$ cat src/rtl/rob_multiport.sv
// Reorder buffer: in-order allocate and retire, out-of-order writeback on WB_N
// channels, and a one-cycle flush when a retiring branch/jump was mispredicted.
module rob_multiport #(
  parameter int DEPTH  = 16,
  parameter int IDX_W  = 4,
  parameter int DATA_W = 32,
  parameter int ADDR_W = 32,
  parameter int WB_N   = 2
) (
  input  logic                   clk,
  input  logic                   rst,
  input  logic                   rdy,
  input  logic                   alloc_valid,
  output logic                   alloc_ready,
  output logic [IDX_W-1:0]       alloc_id,
  input  logic [1:0]             alloc_kind,
  input  logic [ADDR_W-1:0]      alloc_pc,
  input  logic [ADDR_W-1:0]      alloc_pred_pc,
  input  logic [4:0]             alloc_rd,
  input  logic [WB_N-1:0]        wb_valid,
  input  logic [WB_N*IDX_W-1:0]  wb_id,
  input  logic [WB_N*DATA_W-1:0] wb_value,
  input  logic [WB_N*ADDR_W-1:0] wb_addr,
  output logic                   commit_valid,
  output logic [IDX_W-1:0]       commit_id,
  output logic [1:0]             commit_kind,
  output logic [4:0]             commit_rd,
  output logic [ADDR_W-1:0]      commit_pc,
  output logic [DATA_W-1:0]      commit_value,
  output logic [ADDR_W-1:0]      commit_addr,
  output logic                   flush_valid,
  output logic [ADDR_W-1:0]      flush_pc,
  output logic [IDX_W:0]         count
);

  localparam logic [IDX_W:0] FULL = (IDX_W+1)'(DEPTH);

  logic [IDX_W-1:0]  head, tail;
  logic [DEPTH-1:0]  ready;
  logic [1:0]        kind_mem  [DEPTH];
  logic [ADDR_W-1:0] pc_mem    [DEPTH];
  logic [ADDR_W-1:0] pred_mem  [DEPTH];
  logic [4:0]        rd_mem    [DEPTH];
  logic [DATA_W-1:0] value_mem [DEPTH];
  logic [ADDR_W-1:0] addr_mem  [DEPTH];

  logic [WB_N-1:0] wb_live;
  logic            alloc_fire, commit_fire, mispredict;

  assign alloc_ready = (count != FULL);
  assign alloc_id    = tail;
  assign alloc_fire  = alloc_valid && alloc_ready;
  assign commit_fire = (count != '0) && ready[head];
  assign mispredict  = commit_fire && kind_mem[head][1] &&
                       (addr_mem[head] != pred_mem[head]);

  // An id is live when its wrapped distance from head is below the occupancy.
  always_comb begin
    wb_live = '0;
    for (int k = 0; k < WB_N; k++)
      wb_live[k] = wb_valid[k] &&
                   ({1'b0, wb_id[k*IDX_W +: IDX_W] - head} < count);
  end

  // NOTE: payload arrays are not reset; the ready bits and occupancy alone decide what is live.
  always_ff @(posedge clk) begin
    if (!rst && rdy && !mispredict) begin
      if (alloc_fire) begin
        kind_mem[tail] <= alloc_kind;
        pc_mem[tail]   <= alloc_pc;
        pred_mem[tail] <= alloc_pred_pc;
        rd_mem[tail]   <= alloc_rd;
      end
      // Later channels are written last, so the highest k wins a collision.
      for (int k = 0; k < WB_N; k++) begin
        if (wb_live[k]) begin
          value_mem[wb_id[k*IDX_W +: IDX_W]] <= wb_value[k*DATA_W +: DATA_W];
          addr_mem[wb_id[k*IDX_W +: IDX_W]]  <= wb_addr[k*ADDR_W +: ADDR_W];
        end
      end
    end
  end

  always_ff @(posedge clk) begin
    if (rst) begin
      head         <= '0;
      tail         <= '0;
      count        <= '0;
      ready        <= '0;
      commit_valid <= 1'b0;
      commit_id    <= '0;
      commit_kind  <= '0;
      commit_rd    <= '0;
      commit_pc    <= '0;
      commit_value <= '0;
      commit_addr  <= '0;
      flush_valid  <= 1'b0;
      flush_pc     <= '0;
    end else if (!rdy) begin
      commit_valid <= 1'b0;
      flush_valid  <= 1'b0;
    end else begin
      commit_valid <= commit_fire;
      flush_valid  <= mispredict;
      if (commit_fire) begin
        commit_id    <= head;
        commit_kind  <= kind_mem[head];
        commit_rd    <= rd_mem[head];
        commit_pc    <= pc_mem[head];
        commit_value <= value_mem[head];
        commit_addr  <= addr_mem[head];
      end
      if (mispredict) begin
        flush_pc <= addr_mem[head];
        head     <= '0;
        tail     <= '0;
        count    <= '0;
        ready    <= '0;
      end else begin
        if (alloc_fire) begin
          ready[tail] <= 1'b0;
          tail        <= tail + 1'b1;
        end
        for (int k = 0; k < WB_N; k++)
          if (wb_live[k]) ready[wb_id[k*IDX_W +: IDX_W]] <= 1'b1;
        if (commit_fire) head <= head + 1'b1;
        count <= count + {{IDX_W{1'b0}}, alloc_fire} - {{IDX_W{1'b0}}, commit_fire};
      end
    end
  end

endmodule

$ cat config.mk
export PLATFORM = sky130hd
export DESIGN_NAME = rob_multiport
export DESIGN_NICKNAME = d
export VERILOG_FILES = /design/src/rtl/rob_multiport.sv
export SDC_FILE = /design/constraint.sdc
export NUM_CORES = 2
export LEC_CHECK = 0
export CELL_PAD_IN_SITES_DETAIL_PLACEMENT = 1
export CELL_PAD_IN_SITES_GLOBAL_PLACEMENT = 2
export CORE_UTILIZATION = 30
export CTS_CLUSTER_SIZE = 24
export DETAILED_ROUTE_END_ITERATION = 8
export DONT_BUFFER_PORTS = 1
export GPL_TIMING_DRIVEN = 0
export MAX_ROUTING_LAYER = met4
export PLACE_DENSITY = 0.56
export SLEW_MARGIN = 20
export SYNTH_ARGS = -nofsm -noshare
export SYNTH_HDL_FRONTEND = slang
export SYNTH_SLANG_ARGS = --single-unit
$ cat constraint.sdc
create_clock -name clk -period 11.4 [get_ports clk]
set_input_delay 3.42 -clock clk [delete_from_list [all_inputs] [get_ports clk]]
set_output_delay 3.42 -clock clk [all_outputs]
set_load 0.05 [all_outputs]
==> impl_metrics.py <==
metrics = {
    "outcome": {
        "status": "complete, no violations",
    },
    "synth": {
        "ys.flop_type": "edfxtp_1",
        "ys_ff_latch": 2334,
        "synth_fa_ha_area_frac": 0.00343,
        "syn_inst": 5355,
        "yosys.area_share.xor_xnor": 0.00440,
        "synth_edf_count": 2160,
        "synth-async-reset-ratio": 0,
        "ys_warn_count": 0,
        "synthMuxAreaShare": 0.258,
        "synth-simple-area-share": 0.0202,
        "synth_fp_nets": 5594,
        "synth_top_family_by_area": "multiplexers",
        "synth-seq-area-share": 0.673,
        "syn-cell-area_mm2": 0.102,
        "synth-compound-area-share": 0.0176,
        "yosysUniqueCellTypes": 59,
        "post_synth.cell_area_avg_um2": 19.0,
    },
    "global_routing": {
        "grt_pass1_vias": 58800,
        "track_usage": 0.237,
        "antenna_found_initial": 21,
        "overflow": 0,
        "grt_pass1_wl_mm": 532,
        "grt_max_degree": 19,
    },
    "detailed_routing": {
        "finalWirelength_mm": 397,
        "drt_iter0_drc": 5441,
        "firstDrtPassIters": 6,
        "via_count": 56290,
        "ant_nets": 0,
        "drc": 0,
        "routedWlPerCell_um": 37.5,
        "routed_via_density": 5.33,
    },
    "layout": {
        "final_common_cell": "edfxtp_1",
        "fillers": 32990,
        "nNetsFinal": 6073,
        "final_cells": 10569,
        "area_growth_syn_to_layout_pct": 18.7,
        "final_cell_mix": "2160 x edfxtp_1, 965 x mux2_2, 615 x mux4_2",
        "drive_above_1_share": 0.406,
    },
    "placed_design": {
        "dp_cells": 10068,
        "dp_hpwl_mm": 282,
        "io_buffers": 0,
        "routabilityCongestion": 0.806,
    },
    "worst_setup_path": {
        "critPathMaxFanout": 12,
        "path_class": "reg2reg",
        "cp.required_ps": 11990,
        "cp-end-kind": "register",
        "r2r_cells": 18,
        "critPathLaunchType": "register",
        "worstPathArrival_ps": 9060,
    },
    "flow_run": {
        "cap_violations": 0,
    },
    "cts": {
        "clock_latency_ps": 950,
        "clk_pin_slew_ps": 60,
        "tritoncts": "done",
        "clockBufferDepth": 4,
        "cts_resized": 0,
        "cts_made_buffers": 279,
        "hold_buffers": 0,
        "h-tree-depth": 5,
        "clock_sinks": 2334,
        "root_buffer": "clkbuf_16",
        "post_cts_buffers": 0,
    },
    "power": {
        "p_int_uw": 14600,
        "pwr-share-comb": 0.031,
        "p_clk_frac": 0.462,
        "p_leak_uw": 0.0368,
        "irDropWorstVdd_uv": 117,
        "pwr_density_cell_mw_per_mm2": 155,
        "seqPwrFrac": 0.507,
        "swShare": 0.218,
        "switchingPower_uw": 4060,
    },
    "timing": {
        "hold_ws_ps": 486,
        "tightest_slew_ps": 1230,
        "setup_violations": 0,
        "period_minus_slack_ps": 8480,
        "skew_ps": 97.4,
        "finalSetupTns_ps": 0,
        "maxSlewHeadroom": 0.180,
        "hold_viol": 0,
        "rsz0062_at_grt": "false",
        "max_freq_mhz": 118,
        "finalCritPeriodShare": 0.744,
        "slew_viol_final": 0,
    },
    "min_path": {
        "hold-path-cell-count": 2,
        "worst_hold_path_type": "reg2reg",
    },
    "floorplanning": {
        "core_mm2": 0.337,
        "num_rows": 213,
        "die_y_um": 584,
        "pin_count": 364,
        "die_w_um": 584,
        "die-area_mm2": 0.341,
        "start_util": 0.302,
    },
}
## cells by family (layout without fill, tap and decap cells)
group,Yosys count,count (layout)
AO/OA/AOI/OAI,282,282
buffers and inverters,479,1171
multiplexers,1722,1722
other,0,7
flip-flops,2334,2334
XOR/XNOR,51,51
AND/OR/NAND/NOR,461,461
adder cells (fa/ha/maj),26,26
## synthesized netlist by cell type (all sizes together), types with 3 or more instances
cell type  instances  area, µm²
edfxtp          2160      64900
mux2            1026      11600
mux4             615      13900
nand2            264        991
buf              255       1500
clkbuf           201        754
dfxtp            174       3480
a21oi            120        601
nor2             112        425
mux2i             81        811
a22oi             38        285
o21ai             34        170
xnor2             34        298
a221oi            26        234
ha                23        288
inv               22       82.6
o22ai             20        125
xor2              17        149
nor3              16        148
nand2b            12       75.1
a22o              11       96.3
nand3             11       55.1
nor2b             10       62.6
nor4               7        101
a211oi             6       45.0
and2               6       37.5
a21o               5       37.5
a31oi              4       40.0
a32oi              4       35.0
nand3b             4       30.0
nand4              4       25.0
nor3b              4       30.0
o22a               4       35.0
or3                4       25.0
fa                 3       60.1
or2                3       18.8
or4                3       22.5
## per-layer routing
layer	global-route usage	vias to the layer above	share of wire
met5	-	-	0
met4	0.0672	0	0.032
met3	0.0560	488	0.073
met2	0.378	1844	0.48
met1	0.300	31243	0.42
li1	-	22715	-
## sequential cells by signal, summed over array words and instances, names as in the netlist, 80 cells and up, named ones only
register / count
addr_mem: 512
pc_mem: 512
pred_mem: 512
value_mem: 512
rd_mem: 80
## critical path, stage by stage, from the launching register on
cell and delay [ps]:
dfxtp_1 320, clkbuf_1 510, clkbuf_1 810, buf_2 700, clkbuf_2 540, buf_16 220
o21ai_0 90, nand2_1 530, xnor2_1 290, nand4_1 220, nor4_4 780, a31oi_4 460
clkbuf_1 470, or4_1 780, nor2_4 470, buf_16 240, buf_16 180, buf_16 160
buf_16 160
## cell type report
| cell class | count | area (µm²) | area share |
|---|---|---|---|
| Antenna cell | 7 | 17.5 | 0.000145 |
| Sequential cell | 2334 | 68300 | 0.567 |
| Tap cell | 4515 | 5650 | 0.0469 |
| Timing Repair Buffer | 198 | 4350 | 0.0361 |
| Multi-Input combinational cell | 2542 | 31200 | 0.259 |
| Inverter | 23 | 86.3 | 0.000716 |
| Buffer | 456 | 2370 | 0.0197 |
| Clock buffer | 360 | 7540 | 0.0626 |
| Clock inverter | 134 | 1000 | 0.00832 |
## power by group through the flow
stage	clock network [µW]	registers (µW)	logic, µW
final	8610	9450	587
after global routing	9050	9450	626
after CTS	8770	9450	590
after detailed placement	0	9630	585
after global placement	0	9650	536
after floorplan	0	9620	377
## final timing paths
path | from | to | slack [ps]
hold reg to reg | ready[4] | ready[4] | 490
setup / recovery | register | pred_mem[5][24] | 2920
setup reg to reg | register | pred_mem[5][24] | 2920
hold / removal | ready[4] | ready[4] | 490
## stage by stage
step | cell area [µm²] | utilization | total power (µW) | worst slack (ps)
3_5_place_dp | 112000 | 0.333 | 10200 | 2870
3_3_place_gp | 107000 | 0.318 | 10200 | -6900
4_1_cts | 120000 | 0.358 | 18800 | 2760
5_1_grt | 121000 | 0.358 | 19100 | 2690
6_report | 121000 | 0.358 | 18600 | 2920
2_1_floorplan | 102000 | - | 10000 | 2410
Note: power is estimated with default switching activity, not from simulation.
